$ cat src/rtl/ula_pkg.sv
// Shared opcodes, flag bit positions and FSM encodings for the ULA execute sequencer.
package ula_pkg;

  localparam logic [4:0] OP_ADD = 5'b00011;
  localparam logic [4:0] OP_SUB = 5'b00100;
  localparam logic [4:0] OP_MUL = 5'b00101;
  localparam logic [4:0] OP_DIV = 5'b00110;
  localparam logic [4:0] OP_AND = 5'b00111;

  localparam int FLG_EQ  = 0;
  localparam int FLG_ABV = 1;
  localparam int FLG_BLW = 2;
  localparam int FLG_OVF = 3;
  localparam int FLG_ERR = 4;

  typedef enum logic [1:0] {
    S_IDLE = 2'd0,
    S_EXEC = 2'd1,
    S_DONE = 2'd2
  } state_t;

endpackage

$ cat src/rtl/ula_op_latency.sv
// Maps {opcode, b_is_zero} to the EXEC counter load value (cycles allotted minus one).
module ula_op_latency
  import ula_pkg::*;
#(
  parameter int MUL_CYCLES = 4,
  parameter int DIV_CYCLES = 8,
  parameter int CW         = 4
) (
  input  logic [4:0]    opcode,
  input  logic          b_is_zero,
  output logic [CW-1:0] load
);

  always_comb begin
    load = '0;
    case (opcode)
      OP_ADD, OP_SUB, OP_AND: load = '0;
      OP_MUL:                 load = CW'(MUL_CYCLES - 1);
      // a zero divisor is resolved by the controller, so no need to wait for the ULA
      OP_DIV:                 load = b_is_zero ? '0 : CW'(DIV_CYCLES - 1);
      default:                load = '0;
    endcase
  end

endmodule

$ cat src/rtl/ula_ctrl.sv
// Execute-stage sequencer: latches one request, holds the ULA inputs for the op's budget,
// captures result/flags into a response register and keeps a sticky overflow bit.
module ula_ctrl
  import ula_pkg::*;
#(
  parameter int WIDTH      = 32,
  parameter int MUL_CYCLES = 4,
  parameter int DIV_CYCLES = 8
) (
  input  logic             clk,
  input  logic             rst,
  input  logic             req_valid,
  output logic             req_ready,
  input  logic [31:0]      req_inst,
  input  logic [WIDTH-1:0] req_a,
  input  logic [WIDTH-1:0] req_b,
  output logic [WIDTH-1:0] ula_operand_a,
  output logic [WIDTH-1:0] ula_operand_b,
  output logic [31:0]      ula_inst,
  input  logic [WIDTH-1:0] ula_result,
  input  logic             ula_equal,
  input  logic             ula_above,
  input  logic             ula_below,
  input  logic             ula_overflow,
  input  logic             ula_error,
  output logic             rsp_valid,
  input  logic             rsp_ready,
  output logic [WIDTH-1:0] rsp_result,
  output logic [4:0]       rsp_flags,
  output logic             busy,
  output logic             sticky_ovf,
  input  logic             clr_sticky
);

  localparam int MAXC = (MUL_CYCLES > DIV_CYCLES) ? MUL_CYCLES : DIV_CYCLES;
  localparam int CW   = $clog2(MAXC) + 1;

  state_t           state, state_nxt;
  logic [CW-1:0]    cnt;
  logic [CW-1:0]    cnt_load;
  logic             div_zero;
  logic             b_is_zero;
  logic             accept;
  logic             capture;
  logic [WIDTH-1:0] cap_result;
  logic [4:0]       cap_flags;

  assign req_ready = (state == S_IDLE);
  assign busy      = (state != S_IDLE);
  assign rsp_valid = (state == S_DONE);
  assign b_is_zero = (req_b == '0);
  assign accept    = req_valid && req_ready;
  assign capture   = (state == S_EXEC) && (cnt == '0);

  ula_op_latency #(
    .MUL_CYCLES (MUL_CYCLES),
    .DIV_CYCLES (DIV_CYCLES),
    .CW         (CW)
  ) u_lat (
    .opcode    (req_inst[31:27]),
    .b_is_zero (b_is_zero),
    .load      (cnt_load)
  );

  always_ff @(posedge clk or posedge rst) begin
    if (rst) state <= S_IDLE;
    else     state <= state_nxt;
  end

  always_comb begin
    state_nxt = state;
    case (state)
      S_IDLE:  if (accept) state_nxt = S_EXEC;
      S_EXEC:  if (cnt == '0) state_nxt = S_DONE;
      S_DONE:  if (rsp_ready) state_nxt = S_IDLE;
      default: state_nxt = S_IDLE;
    endcase
  end

  // divide-by-zero overrides whatever the ULA drives
  always_comb begin
    cap_result = ula_result;
    cap_flags  = {ula_error, ula_overflow, ula_below, ula_above, ula_equal};
    if (div_zero) begin
      cap_result         = '0;
      cap_flags[FLG_ERR] = 1'b1;
    end
  end

  always_ff @(posedge clk or posedge rst) begin
    if (rst) begin
      cnt           <= '0;
      div_zero      <= 1'b0;
      ula_operand_a <= '0;
      ula_operand_b <= '0;
      ula_inst      <= '0;
    end else if (accept) begin
      cnt           <= cnt_load;
      div_zero      <= (req_inst[31:27] == OP_DIV) && b_is_zero;
      ula_operand_a <= req_a;
      ula_operand_b <= req_b;
      ula_inst      <= req_inst;
    end else if (state == S_EXEC && cnt != '0) begin
      cnt <= cnt - CW'(1);
    end
  end

  always_ff @(posedge clk or posedge rst) begin
    if (rst) begin
      rsp_result <= '0;
      rsp_flags  <= '0;
    end else if (capture) begin
      rsp_result <= cap_result;
      rsp_flags  <= cap_flags;
    end
  end

  always_ff @(posedge clk or posedge rst) begin
    if (rst)                                  sticky_ovf <= 1'b0;
    else if (capture && cap_flags[FLG_OVF])   sticky_ovf <= 1'b1;
    else if (clr_sticky)                      sticky_ovf <= 1'b0;
  end

endmodule
$ cat config.mk
export PLATFORM = sky130hd
export DESIGN_NAME = ula_ctrl
export DESIGN_NICKNAME = d
export VERILOG_FILES = /design/src/rtl/ula_pkg.sv /design/src/rtl/ula_op_latency.sv /design/src/rtl/ula_ctrl.sv
export SDC_FILE = /design/constraint.sdc
export NUM_CORES = 1
export LEC_CHECK = 0
export ABC_AREA = 1
export ABC_CLOCK_PERIOD_IN_PS = 7100
export CAP_MARGIN = 20
export CORE_AREA = 2 2 108 110
export DETAILED_ROUTE_END_ITERATION = 6
export DIE_AREA = 0 0 110 112
export DONT_BUFFER_PORTS = 1
export GPL_TIMING_DRIVEN = 0
export PLACE_DENSITY = 0.67
export SYNTH_ARGS = -nofsm -noshare
export SYNTH_HDL_FRONTEND = slang
export SYNTH_SLANG_ARGS = --single-unit
$ cat constraint.sdc
create_clock -name clk -period 7.1 [get_ports clk]
set_input_delay 1.065 -clock clk [delete_from_list [all_inputs] [get_ports clk]]
set_output_delay 1.065 -clock clk [all_outputs]
set_load 0.05 [all_outputs]
==> results of run 1 <==
==> synthesized netlist by cell type <==
| cell | instances |
|---|---|
| a21oi_1 | 1 |
| buf_2 | 9 |
| buf_4 | 3 |
| buf_6 | 16 |
| clkbuf_1 | 3 |
| dfrtp_1 | 141 |
| ha_1 | 1 |
| inv_1 | 17 |
| inv_2 | 2 |
| inv_4 | 1 |
| nand2_1 | 370 |
| nand2_2 | 1 |
| nand2_4 | 1 |
| nand3_1 | 5 |
| nand3_4 | 1 |
| nand4_1 | 1 |
| nor2_1 | 33 |
| nor2_2 | 2 |
| nor2_4 | 2 |
| nor3_2 | 1 |
| o21ai_0 | 9 |
| o21ai_1 | 15 |
| o21ai_2 | 21 |
| o31ai_1 | 1 |
==> stage by stage <==
step | hold WS, ps | instance area [µm²] | utilization [%] | setup WS, ps | instances
2_1_floorplan | 449 | 5820 | - | 2250 | 657
3_3_place_gp | 467 | 6000 | 53.7 | 970 | 800
3_5_place_dp | 477 | 6030 | 54.0 | 4810 | 801
4_1_cts | 492 | 6680 | 59.8 | 4350 | 833
5_1_grt | 528 | 6680 | 59.8 | 4340 | 833
6_report | 503 | 6680 | 59.8 | 4390 | 833
==> layer usage <==
layer  up-vias  part of all wire, %  GRT usage [%]
met4         0                  1.4           8.35
met3        19                   11           9.72
met1      2074                   36           24.5
met2       203                   51           39.4
li1       2047                    -              -
met5         -                    0              0
==> final cells by class <==
cell class | instances | area (µm²)
plain buffers | 31 | 259
multi-input cells | 465 | 1950
well taps | 143 | 179
clock inverters | 13 | 211
inverters | 20 | 82.6
flip-flops and latches | 141 | 3530
fillers | 942 | 4490
repair buffers | 1 | 27.5
clock buffers | 19 | 443
==> final timing paths <==
path	start	to	slack, ps	cells past startpoint
max in group asynchronous	rst	rsp_result[23]$_DFFE_PP0N_	5730	2
setup / recovery	state[1]$_DFFE_PP0P_	rsp_valid	4390	2
setup reg to reg	state[0]$_DFFE_PP0P_	ula_inst[8]$_DFFE_PP0P_	5470	6
min in group asynchronous	rst	ula_operand_a[13]$_DFFE_PP0P_	580	1
hold reg to reg	cnt[2]$_DFFE_PP0P_	cnt[2]$_DFFE_PP0P_	500	2
hold / removal	cnt[2]$_DFFE_PP0P_	cnt[2]$_DFFE_PP0P_	500	2
==> flip-flops by register name, summed over array words and instances (netlist names) <==
signal	cells
div_zero	1
rsp_flags	5
rsp_result	32
ula_inst	32
sticky_ovf	1
cnt	4
ula_operand_b	32
ula_operand_a	32
state	2
==> worst min-delay path, delay by kind of cell, from the launching register on <==
kind	cells	cell delay [ps]
DFF	1	350
and+or+nand+nor	2	120
==> cells by family (layout without fill, tap and decap cells) <==
kind of cell | Yosys count | in the layout | share of synthesized area [%]
DFF | 141 | 141 | 60.6
adders and majority gates | 1 | 1 | 0.215
AOI/OAI and AO/OA | 47 | 47 | 5.44
buffers and inverters | 51 | 84 | 5.78
and+or+nand+nor | 417 | 417 | 27.9
==> impl_metrics.toml, run 1 <==
[route]
drt_iter0_drc = 238
remaining_drc_errors = 0
detailroute.via_count = 4343
dr.pass1.iters = 4
routedWlPerCell_um = 16.6
wl_um = 13900
vias_per_cell = 5.21
antenna_left = 0

[clocking]
clockBufferDepth = 2
insertion_delay_ps = 410
cts_tree = "built"
cts_resized = 0
post_cts_buffers = 0
numClockSinks = 141
clk_pin_slew_worst_paths_ps = 60
cts_hold_buf = 0
cts_buffers = 17
cts_root_buffer = "clkbuf_16"
htree_levels = 4

[min_path]
min_path_type = "register to register"

[critical_path]
cp-start-kind = "register"
cpPeakStageDelay_ps = 700
critPathKind = "register to primary output"
crit_path_top_delay_cell = "nor2_1"
timing.critical_path.buf_inv = 1
critPathTopFamily = "simple AND/OR/NAND/NOR gates"
cp_max_fo = 3
cp.required_ps = 6030
path_cells = "inv_1 -> nor2_1"
end_kind = "primary output"
cp.arrival_ps = 1640

[final_layout]
mostFrequentLayoutCells = "370 x nand2_1, 141 x dfrtp_1, 33 x nor2_1"
nets = 816
drive_above_1_share_pct = 13.5
final_common_cell = "nand2_1"
synthToLayoutAreaGrowth_pct = 14.9
diodes = 0

[sta]
fmax_mhz = 369
worst_pin_slew_ps = 914
rsz0062_at_grt = "false"
maxSlewViolCount = 0
post-route-period-util_pct = 38.2
finalHoldViolCount = 0
setup_viol = 0
period_needed_ps = 2710
finalClockSkew_ps = 11.5
setup_tns_ps = 0
relSlewSlack_pct = 38.9

[yosys]
ys_types = 24
seq_area_frac_synth_pct = 60.6
synth-seq-cells = 141
syn-num-nets = 796
ys.warnings.count = 0
syn-instance-count = 657
synth.avg_cell_area_um2 = 8.86
synth.top_cell.area_share_pct = 60.6
yosys.area.top_type = "dfrtp_1"
synthTopCellsByArea = "dfrtp_1 61%, nand2_1 24%, o21ai_2 3.2%, buf_6 3.1%, nor2_1 2.1%"
synth.cell_area_um2 = 5820

[grt]
grt_pass1_vias = 4486
overflow = 0
grt_pass1_wl_um = 21500
antenna_found_initial = 0
grt_max_degree = 82
grt_usage_pct = 22.8

[placed_design]
io_buffers = 0
hpwlAfterDp_um = 10200
routabilityCongestion = 0.836

[outcome]
outcome = "finished clean"

[floorplanning]
die_x_um = 110
dieArea_um2 = 12300
start_util_pct = 52.1
core_um2 = 11200
die_h_um = 112
ios = 275
rows = 39

[flow_run]
max_cap_viol_count = 0
Power of run 1 is not shown: default switching activity piles up to over one toggle a cycle in this logic, so the estimate is an artifact.
==> run 2: changes to the inputs <==
ABC_CLOCK_PERIOD_IN_PS = 2450   (was 7100)
PLACE_DENSITY = 0.7   (was 0.67)
clock period = 2.45 ns   (was 7.1 ns; I/O delays follow)
==> run 2 against run 1 <==
Net effect: global-route usage decreased by 0.45 points; count of clock-buffer cells in the layout rose by 3; critical path depth did not move; register-to-register slack got worse by 4700 ps; core utilization fell by 0.22 points; worst hold slack got worse by 450 ps; clock skew is essentially flat; non-clock buffer count is 3 higher; critical path type unchanged.
==> impl_metrics.toml, run 2 (same netlist as run 1, synthesis figures left out) <==
[outcome]
outcome = "finished clean"

[sta]
rsz0062_at_grt = "false"
setup_tns_ps = 0
post-route-period-util_pct = 82.6
maxSlewViolCount = 0
finalHoldViolCount = 0
worst_pin_slew_ps = 959
finalClockSkew_ps = 11.9
relSlewSlack_pct = 35.8
fmax_mhz = 494
period_needed_ps = 2020
setup_viol = 0

[grt]
antenna_found_initial = 0
overflow = 0
grt_max_degree = 40
grt_usage_pct = 22.4
grt.busiest_layer = "met2"
use_met1_pct = 25.1
grt_util_met3_pct = 9.25
grt_pass1_wl_um = 21300
grt_util_met2_pct = 38.1
grt_pass1_vias = 4279

[critical_path]
cp.required_ps = 2080
cpPeakStageDelay_ps = 730
reg2reg_to = "ula_operand_a[8]$_DFFE_PP0P_"
critPathKind = "register to primary output"
end_kind = "primary output"
regToRegStartpoint = "state[0]$_DFFE_PP0P_"
regToRegSetupSlack_ps = 770
reg2reg_depth = 6
cp.arrival_ps = 1660
crit_path_top_delay_cell = "nor2_1"
cp-start-kind = "register"
path_cells = "inv_1 -> nor2_1"
cp_max_fo = 3

[flow_run]
max_cap_viol_count = 0

[clocking]
post_cts_buffers = 0
insertion_delay_ps = 410
cts_tree = "built"
htree_levels = 4
numClockSinks = 141
clockBufferDepth = 2
clk_pin_slew_worst_paths_ps = 50
cts_buffers = 17
cts_root_buffer = "clkbuf_16"

[final_layout]
diodes = 0
synthToLayoutAreaGrowth_pct = 14.5
final_common_cell = "nand2_1"
nets = 819
mostFrequentLayoutCells = "370 x nand2_1, 141 x dfrtp_1, 33 x nor2_1"
drive_above_1_share_pct = 13.6

[min_path]
min_path_type = "primary input to register"
hp-start = "rsp_ready"
min_to = "state[1]$_DFFE_PP0P_"
hold_depth = 1

[floorplanning]
core_um2 = 11200
die_h_um = 112
dieArea_um2 = 12300
die_x_um = 110
ios = 275
rows = 39
start_util_pct = 52.1

[route]
remaining_drc_errors = 0
drt_iter0_drc = 344
vias_per_cell = 5.05
wl_um = 13800
detailroute.via_count = 4219
routedWlPerCell_um = 16.5
antenna_left = 0
dr.pass1.iters = 4

[placed_design]
routabilityCongestion = 0.835
hpwlAfterDp_um = 10300
io_buffers = 0
## run 2: critical path, delay by kind of cell (launching register included)
kind | cells | cell delay [ps]
flip-flops | 1 | 450
AND/OR/NAND/NOR | 1 | 730
buffers and inverters | 1 | 80
## run 2: layer usage
layer,wire [µm],up-vias,part of all wire (%)
met4,229,0,1.7
met1,5190,1953,38
met2,6970,195,51
met5,0,-,0
li1,-,2049,-
met3,1380,22,10
## run 2: layout make-up
class                   count  area, µm²
multi-input cells         465       1950
clock inverters            10        114
repair buffers              4       70.1
inverters                  20       81.3
well taps                 143        179
flip-flops and latches    141       3530
clock buffers              22        474
fillers                   973       4520
plain buffers              31        259
## run 2: metrics by stage
stage	worst slack [ps]	util, %	hold WS [ps]	instance area (µm²)	cells
finish	426	59.6	55.0	6660	836
global placement	-278	53.7	459	6000	800
floorplan	319	-	449	5820	657
global route	356	59.6	47.9	6660	836
detailed placement	768	54.2	429	6060	803
CTS	393	59.6	33.4	6660	836
## run 2: worst max path at each step
stage                              endpoint  depth (start not counted)            startpoint  slack, ps
6_report                          rsp_valid                          2  state[1]$_DFFE_PP0P_        430
5_1_grt                           rsp_valid                          2  state[1]$_DFFE_PP0P_        360
4_1_cts                           rsp_valid                          2  state[1]$_DFFE_PP0P_        390
3_5_place_dp   ula_operand_a[2]$_DFFE_PP0P_                          7  state[0]$_DFFE_PP0P_        770
3_3_place_gp     rsp_result[13]$_DFFE_PP0N_                          1                   rst       -280
2_1_floorplan            cnt[0]$_DFFE_PP0P_                          1                   rst        320
## run 2: what timing repair did
item	CTS	global route
hold buffers	1	0
gates resized for setup	0	0
hold endpoints to repair	32	0
Power of run 2 is left out for the same reason.
==> run 3: changes to the inputs <==
ABC_AREA = 0   (was 1)
ABC_CLOCK_PERIOD_IN_PS = 2000   (was 2450)
CORE_AREA = 2 2 107 109   (was 2 2 108 110)
DIE_AREA = 0 0 109 111   (was 0 0 110 112)
PLACE_DENSITY = 0.67   (was 0.7)
clock period = 2 ns   (was 2.45 ns; I/O delays follow)
==> run 3 against run 2 <==
Net effect: sequential share of layout area down 5.6 points; core utilization up 7.6 points; clock skew down 2.2 ps; non-clock buffer count up 91; synthesized cell count down 5.0%; largest cell class unchanged.
==> impl_metrics.toml, run 3 <==
[outcome]
outcome = "finished clean"

[critical_path]
end_kind = "primary output"
critPathKind = "register to primary output"
cp.arrival_ps = 1620
cp-start-kind = "register"
cp_max_fo = 10
cp.required_ps = 1700

[sta]
finalHoldViolCount = 0
setup_viol = 0
maxSlewViolCount = 0
rsz0062_at_grt = "false"
relSlewSlack_pct = 62.0
setup_tns_ps = 0
post-route-period-util_pct = 96.2
worst_pin_slew_ps = 569
finalClockSkew_ps = 9.72
period_needed_ps = 1920
fmax_mhz = 520

[grt]
overflow = 0
grt_usage_pct = 26.6
grt_pass1_wl_um = 24800
grt_pass1_vias = 5097
antenna_found_initial = 0
grt_max_degree = 46

[pwr]
ir_drop_v = 0.00125
p_leak_uw = 0.00382
power_density_nw_per_um2 = 2150
power_uw = 16000

[yosys]
syn-num-nets = 763
synth_compound_area_share_pct = 1.84
synth_edf_count = 0
synth.top_cell.area_share_pct = 62.5
yosys.area.top_type = "dfrtp_1"
synth.cell_area_um2 = 5640
synth.avg_cell_area_um2 = 9.05
seq_area_frac_synth_pct = 62.5
synth_most_common_cell = "nand2_1"
ys_types = 31
synthMuxAreaShare_pct = 0
synthAdderAreaFrac_pct = 0.222
synth-seq-cells = 141
synth_xor_xnor_area_share_pct = 0
synth_common_cells = "363 x nand2_1, 141 x dfrtp_1, 33 x nand3b_1"
ys.warnings.count = 0
synth_top_family_by_area = "simple AND/OR/NAND/NOR gates"
synthTopCellsByArea = "dfrtp_1 63%, nand2_1 24%, nand3b_1 4.4%, buf_2 1.2%, clkbuf_1 1.1%"
ys.flop_type = "dfrtp_1"
syn-instance-count = 624
async_flop_share_pct = 100
yosys.area_share.simple_pct = 32.1

[floorplanning]
core_um2 = 11100
dieArea_um2 = 12100
start_util_pct = 51.0
rows = 39
die_h_um = 111
ios = 275
die_x_um = 109

[route]
routedWlPerCell_um = 17.4
wl_um = 15500
antenna_left = 0
remaining_drc_errors = 0
vias_per_cell = 5.22
dr.pass1.iters = 4
detailroute.via_count = 4654
drt_iter0_drc = 243

[final_layout]
layout.cells.non_filler = 892
fillCellCount = 852
post-route-util_pct = 67.2
final_common_cell = "nand2_1"
final_area_um2 = 7450
mostFrequentLayoutCells = "363 x nand2_1, 141 x dfrtp_1, 90 x dlygate4sd3_1"
nets = 875
diodes = 0
synthToLayoutAreaGrowth_pct = 31.9
drive_above_1_share_pct = 7.74

[placed_design]
routabilityCongestion = 0.820
dp.cells = 770
hpwlAfterDp_um = 10200
dpl_cell_area_um2 = 5890
io_buffers = 0

[flow_run]
max_cap_viol_count = 0

[clocking]
cts_root_buffer = "clkbuf_16"
clk_pin_slew_worst_paths_ps = 60
cts_buffers = 17
post_cts_buffers = 0
insertion_delay_ps = 410
clockBufferDepth = 2
numClockSinks = 141
cts_tree = "built"
htree_levels = 4

[min_path]
min_path_type = "primary input to register"
run 3: changes by cell type in the layout (fill, tap and decap cells not counted), sizes merged, moves of 3 or more:
cell,previous run,this run
inv,19,7
nor4,0,9
buf,31,19
dlygate4sd3,1,90
o21ai,45,10
nand3b,0,33
bufinv,2,5
nand2,372,363
nor2,37,4
clkbuf,25,35
nand3,6,1
run 3: report_power, final:
part | total (µW) | internal (µW) | switching [µW]
registers | 9750 | 4120 | 5630
clock network | 3420 | 2220 | 1200
logic | 2820 | 1060 | 1770
total | 16000 | 7400 | 8600
run 3: final cells by class:
| type | instances | area, µm² | area share (%) |
|---|---|---|---|
| clock inverter | 14 | 218 | 2.92 |
| sequential | 141 | 3530 | 47.4 |
| buffer | 33 | 158 | 2.12 |
| timing repair buffer | 93 | 961 | 12.9 |
| inverter | 8 | 37.5 | 0.504 |
| clock buffer | 18 | 429 | 5.76 |
| multi-input combinational | 442 | 1940 | 26.0 |
| tap | 143 | 179 | 2.40 |
run 3: kinds of logic after synthesis:
family                     after synthesis
AOI/OAI and AO/OA                       17
adders and majority gates                1
buffers and inverters                   41
DFF                                    141
and+or+nand+nor                        424
run 3: path summary, 6_finish.rpt:
| kind | start | to | slack, ps | cells past startpoint |
|---|---|---|---|---|
| max | state[0]$_DFFE_PP0P_ | req_ready | 80 | 3 |
| min reg2reg | cnt[1]$_DFFE_PP0P_ | cnt[1]$_DFFE_PP0P_ | 580 | 2 |
| max in group asynchronous | rst | rsp_flags[2]$_DFFE_PP0N_ | 740 | 4 |
| min | req_a[31] | ula_operand_a[31]$_DFFE_PP0P_ | 10 | 2 |
| min in group asynchronous | rst | rsp_result[12]$_DFFE_PP0N_ | 430 | 2 |
| max reg2reg | state[0]$_DFFE_PP0P_ | ula_inst[6]$_DFFE_PP0P_ | 180 | 6 |
run 3: per-stage QoR:
stage | setup slack [ps] | hold WS (ps)
final | 75.7 | 11.7
after global routing | 10.7 | 3.58
after CTS | 14.6 | 0.0909
after detailed placement | 40.9 | 252
after global placement | -677 | 408
after floorplan | -63.1 | 405
run 3: critical path, cell delays in order, from the launching register on:
cell	delay (ps)
dfrtp_1	370
buf_6	130
or2_2	450
clkinvlp_4	270
run 3: layer usage:
| metal | part of all wire [%] | track usage (%) | wire length, µm | up-vias |
|---|---|---|---|---|
| li1 | - | - | - | 2170 |
| met1 | 38 | 29.9 | 5880 | 2229 |
| met2 | 50 | 45.4 | 7830 | 220 |
| met3 | 9.0 | 8.99 | 1400 | 35 |
| met4 | 2.7 | 11.5 | 427 | 0 |
| met5 | 0 | 0 | 0 | - |
run 3: timing repair:
item / CTS / global route
hold buffers: 88 / 2
setup endpoints to repair: 1 / 23
gates resized for setup: 1 / 5
hold endpoints to repair: 109 / 2
Note: power is estimated with default switching activity, not from simulation.
